`src/rtl/backoff_timer.sv`:
```
// Truncated binary exponential backoff timer: draws a masked random slot count
// from a free-running XNOR LFSR, counts the slots, then pulses done.
module backoff_timer #(
   parameter int                    LFSR_WIDTH    = 10,
   parameter logic [LFSR_WIDTH-1:0] TAP_MASK      = 10'h204,
   parameter int                    BACKOFF_LIMIT = 10,
   parameter int                    SLOT_CYCLES   = 256,
   parameter int                    MAX_ATTEMPTS  = 16
) (
   input  logic                  clock,
   input  logic                  reset,
   input  logic                  start,
   input  logic                  abort,
   input  logic [4:0]            attempt,
   output logic                  busy,
   output logic                  trigger,
   output logic                  done,
   output logic                  excessive,
   output logic [LFSR_WIDTH-1:0] slots_left
);

   localparam int CNT_W = $clog2(SLOT_CYCLES);

   typedef enum logic {IDLE, COUNT} state_t;

   state_t                  state;
   logic [LFSR_WIDTH-1:0]   lfsr;
   logic [LFSR_WIDTH-1:0]   draw_mask;
   logic [LFSR_WIDTH-1:0]   draw;
   logic [CNT_W-1:0]        slot_cnt;
   logic [4:0]              mask_exp;
   logic                    too_many;

   // XNOR feedback makes all-zero a legal state, so reset to zero is safe.
   always_ff @(posedge clock or posedge reset) begin
      if (reset) begin
         lfsr <= '0;
      end else begin
         lfsr <= {lfsr[LFSR_WIDTH-2:0], ~^(lfsr & TAP_MASK)};
      end
   end

   always_comb begin
      too_many = (int'(attempt) >= MAX_ATTEMPTS);
      if (int'(attempt) > BACKOFF_LIMIT) begin
         mask_exp = 5'(BACKOFF_LIMIT);
      end else begin
         mask_exp = attempt;
      end
   end

   // Mask keeps the low min(attempt, BACKOFF_LIMIT) bits of the LFSR.
   genvar gi;
   generate
      for (gi = 0; gi < LFSR_WIDTH; gi++) begin : g_mask
         assign draw_mask[gi] = (int'(mask_exp) > gi);
      end
   endgenerate

   assign draw    = lfsr & draw_mask;
   assign trigger = ~busy;

   always_ff @(posedge clock or posedge reset) begin
      if (reset) begin
         state      <= IDLE;
         slot_cnt   <= '0;
         slots_left <= '0;
         busy       <= 1'b0;
         done       <= 1'b0;
         excessive  <= 1'b0;
      end else begin
         done      <= 1'b0;
         excessive <= 1'b0;
         if (abort) begin
            state      <= IDLE;
            busy       <= 1'b0;
            slots_left <= '0;
            slot_cnt   <= '0;
         end else if (start) begin
            slot_cnt <= '0;
            if (too_many) begin
               // No draw: slots_left keeps whatever it held.
               state     <= IDLE;
               busy      <= 1'b0;
               excessive <= 1'b1;
            end else begin
               state      <= COUNT;
               busy       <= 1'b1;
               slots_left <= draw;
            end
         end else if (state == COUNT) begin
            if (slots_left == '0) begin
               state    <= IDLE;
               busy     <= 1'b0;
               done     <= 1'b1;
               slot_cnt <= '0;
            end else if (slot_cnt == CNT_W'(SLOT_CYCLES - 1)) begin
               slot_cnt   <= '0;
               slots_left <= slots_left - LFSR_WIDTH'(1);
            end else begin
               slot_cnt <= slot_cnt + CNT_W'(1);
            end
         end
      end
   end

endmodule

```
`config.mk`:
```
export PLATFORM = sky130hd
export DESIGN_NAME = backoff_timer
export DESIGN_NICKNAME = d
export VERILOG_FILES = /design/src/rtl/backoff_timer.sv
export SDC_FILE = /design/constraint.sdc
export NUM_CORES = 1
export LEC_CHECK = 0
export ABC_CLOCK_PERIOD_IN_PS = 2600
export CORE_MARGIN = 3
export CORE_UTILIZATION = 25
export CTS_BUF_LIST = sky130_fd_sc_hd__clkbuf_16
export DETAILED_ROUTE_END_ITERATION = 7
export PLACE_DENSITY = 0.51
export SYNTH_ARGS = -nofsm -noshare
export SYNTH_HDL_FRONTEND = slang
export SYNTH_SLANG_ARGS = --single-unit
```
`constraint.sdc`:
```
create_clock -name clock -period 2.6 [get_ports clock]
set_input_delay 0.26 -clock clock [delete_from_list [all_inputs] [get_ports clock]]
set_output_delay 0.26 -clock clock [all_outputs]
set_load 0.05 [all_outputs]
```
==> results of run 1 <==
critical path, delay by kind of cell (launching register included):
| kind | cells | cell delay (ns) |
|---|---|---|
| AOI/OAI and AO/OA | 1 | 0.24 |
| and+or+nand+nor | 4 | 1.24 |
| DFF | 1 | 0.40 |
| adders and majority gates | 1 | 0.22 |
per-layer routing:
| layer | global-route usage | wire (µm) |
|---|---|---|
| met5 | 0 | 0 |
| met3 | 0.02514 | 123 |
| met1 | 0.1801 | 2294 |
| met2 | 0.2026 | 2134 |
| met4 | 0.04808 | 43 |
final cells by class:
type | count | area (µm²)
Timing Repair Buffer | 33 | 302.8
Clock inverter | 3 | 37.54
Tap cell | 77 | 96.34
Multi-Input combinational cell | 135 | 815.8
Sequential cell | 32 | 800.8
Clock buffer | 5 | 125.1
Inverter | 10 | 37.54
Fill cell | 676 | 4243
sequential cells by signal, indices dropped and copies added (netlist names):
register	flops
busy	1
done	1
excessive	1
lfsr	10
slot_cnt	8
slots_left	10
state	1
stage by stage:
stage | area, µm² | util | instances | setup WS (ns) | power (mW)
finish | 2216 | 0.3431 | 295 | 0.3858 | 1.472
global route | 2216 | 0.3431 | 295 | 0.2656 | 1.547
CTS | 2216 | 0.3431 | 295 | 0.4133 | 1.493
detailed placement | 2053 | 0.3179 | 287 | 0.4205 | 0.8343
global placement | 2053 | 0.3179 | 287 | 0.4513 | 0.8356
floorplan | 1697 | - | 187 | 0.3898 | 0.7281
kinds of logic after synthesis:
logic type	Yosys count
XOR/XNOR	1
buffers and inverters	20
AND/OR/NAND/NOR	73
AO/OA/AOI/OAI	59
adder cells (fa/ha/maj)	2
flip-flops	32
power breakdown:
group	internal (mW)	switching [mW]	leakage, nW
logic	0.101	0.182	0.392
registers	0.516	0.0273	0.421
clock network	0.444	0.203	0.0789
Yosys cell counts (all sizes together):
cell | n | area share
o31a | 1 | 0.0052
or2 | 1 | 0.0037
nand2 | 18 | 0.040
and4 | 2 | 0.012
nor3b | 2 | 0.012
and3 | 1 | 0.0037
o2bb2ai | 1 | 0.0052
o41ai | 1 | 0.0052
clkbuf | 7 | 0.015
xnor2 | 1 | 0.0052
nand2b | 1 | 0.0037
o221ai | 1 | 0.0052
o21a | 1 | 0.0044
o311a | 1 | 0.0059
o31ai | 3 | 0.013
nand4b | 1 | 0.0052
ha | 2 | 0.015
nor4 | 1 | 0.0037
a311oi | 3 | 0.015
o21bai | 1 | 0.0044
a41o | 1 | 0.0059
and2 | 1 | 0.0037
o21ai | 8 | 0.024
nor3 | 9 | 0.027
nand3 | 9 | 0.027
o311ai | 1 | 0.0052
inv | 10 | 0.022
or3 | 5 | 0.018
a31oi | 10 | 0.037
a21oi | 16 | 0.047
buf | 3 | 0.0096
a2111o | 1 | 0.0066
nor2b | 1 | 0.0037
a22o | 1 | 0.0052
or4 | 2 | 0.0088
or3b | 1 | 0.0052
o211ai | 8 | 0.035
nand4 | 4 | 0.024
nor2 | 14 | 0.031
dfrtp | 32 | 0.47
path summary, 6_finish.rpt:
kind / from / endpoint / slack, ns
max: slot_cnt[0] / slots_left[5] / 0.39
min: lfsr[6] / lfsr[7] / 0.37
max reg2reg: slot_cnt[0] / slots_left[5] / 0.39
min reg2reg: lfsr[6] / lfsr[7] / 0.37
max in group asynchronous: reset / lfsr[6] / 1.92
min in group asynchronous: reset / slot_cnt[7] / 0.38
==> results.sh, run 1 <==
export IMPL_status="finished clean"
export IMPL_synthMuxAreaShare=0
export IMPL_path_max_fanout=6
export IMPL_fin_tns_setup_ns=0
export IMPL_relSlewSlack=0.6612
export IMPL_synth_yosys_seq_area_share=0.4720
export IMPL_via_per_inst=5.217
export IMPL_gp_congestion=0.8203
export IMPL_period_share=0.8516
export IMPL_nets=228
export IMPL_cts_resized=0
export IMPL_drt_initial_drc_count=136
export IMPL_min_path_cells=0
export IMPL_rows=29
export IMPL_syn2layout_area_growth_pct=30.61
export IMPL_drv_cap=0
export IMPL_cts_buffers=5
export IMPL_dieWidth_um=88.38
export IMPL_final_cell_mix="dfrtp_1 (32), clkdlybuf4s50_1 (22), nand2_1 (18)"
export IMPL_finClkSkew_ns=0.004437
export IMPL_die_area_mm2=0.007811
export IMPL_grt_max_degree=33
export IMPL_grt_overflow_total=0
export IMPL_ys_warnings_count=0
export IMPL_clock_sinks=32
export IMPL_drc_errors=0
export IMPL_max_freq_mhz=451.6
export IMPL_hp_class="reg -> reg"
export IMPL_place_port_buffers=22
export IMPL_finalSetupViolations=0
export IMPL_synth_nets=198
export IMPL_postCtsSetupBuffers=0
export IMPL_max_vdd_ir_drop_v=0.0002644
export IMPL_synth_avg_cell_area_um2=9.073
export IMPL_crit_type="reg -> reg"
export IMPL_layout_drive_gt1_share=0.09174
export IMPL_h_tree_depth=2
export IMPL_ant_nets=0
export IMPL_worst_r2r_path_depth=6
export IMPL_critPathLaunchType="flip-flop"
export IMPL_cts_tree="built"
export IMPL_worstMarginPinSlew_ns=0.5066
export IMPL_crit_path_cell_trace="ha_1 -> and4_4 -> and4_1 -> nand4_4 -> or4_1 -> a41o_1"
export IMPL_n_antenna_cell=0
export IMPL_synth_compound_area_frac=0.2301
export IMPL_insertion_delay_ns=0.28
export IMPL_grt_pass1_wl_mm=7.769
export IMPL_syn_area_mm2=0.001697
export IMPL_yosys_area_share_simple=0.2308
export IMPL_synth_distinct_cells=46
export IMPL_postSynthCellCount=187
export IMPL_dr_pass1_iters=4
export IMPL_grtUsageTotal=0.1303
export IMPL_cp_required_ns=2.76
export IMPL_final_common_cell="dfrtp_1"
export IMPL_wire_per_inst_um=15.58
export IMPL_ys_ff_latch=32
export IMPL_ctsLongestPathBuffers=2
export IMPL_ios=23
export IMPL_arrival_ns=2.38
export IMPL_synth_top_family_by_area="simple AND/OR/NAND/NOR gates"
export IMPL_end_kind="flip-flop"
export IMPL_clockRootBuffer="clkbuf_16"
export IMPL_maxSlewViolCount=0
export IMPL_cts_hold_buf=0
export IMPL_first_global_vias=1542
export IMPL_hpwl_mm=3.383
export IMPL_power_density_mw_per_mm2=664.5
export IMPL_hold_viol=0
export IMPL_yosys_area_share_adder=0.01475
export IMPL_hold_slack_ns=0.3677
export IMPL_antenna_found_initial=0
export IMPL_die_h_um=88.38
export IMPL_initial_core_util=0.2627
export IMPL_clkSlewWorstSetupHoldPaths_ns=0.05
export IMPL_crit_slowest_cell="or4_1"
export IMPL_core_mm2=0.006459
export IMPL_period_needed_ns=2.214
export IMPL_max_stage_delay_ns=0.42
export IMPL_leakagePower_nw=0.8917
export IMPL_rsz0062_at_grt="false"
export IMPL_vias=1539
export IMPL_synth_xor_area_share=0.005162
export IMPL_wl_mm=4.595
No activity file was read; power rests on OpenSTA's default activity.
==> inputs of run 2 (changes only) <==
--- a/config.mk
+++ b/config.mk
@@ -9,6 +9,7 @@
 export CORE_MARGIN = 3
 export CORE_UTILIZATION = 25
 export CTS_BUF_LIST = sky130_fd_sc_hd__clkbuf_16
+export CTS_CLUSTER_SIZE = 25
 export DETAILED_ROUTE_END_ITERATION = 7
 export PLACE_DENSITY = 0.51
 export SYNTH_ARGS = -nofsm -noshare
==> results of run 2 <==
Same layout as run 1: the final DEF is identical, and so are final timing and power.
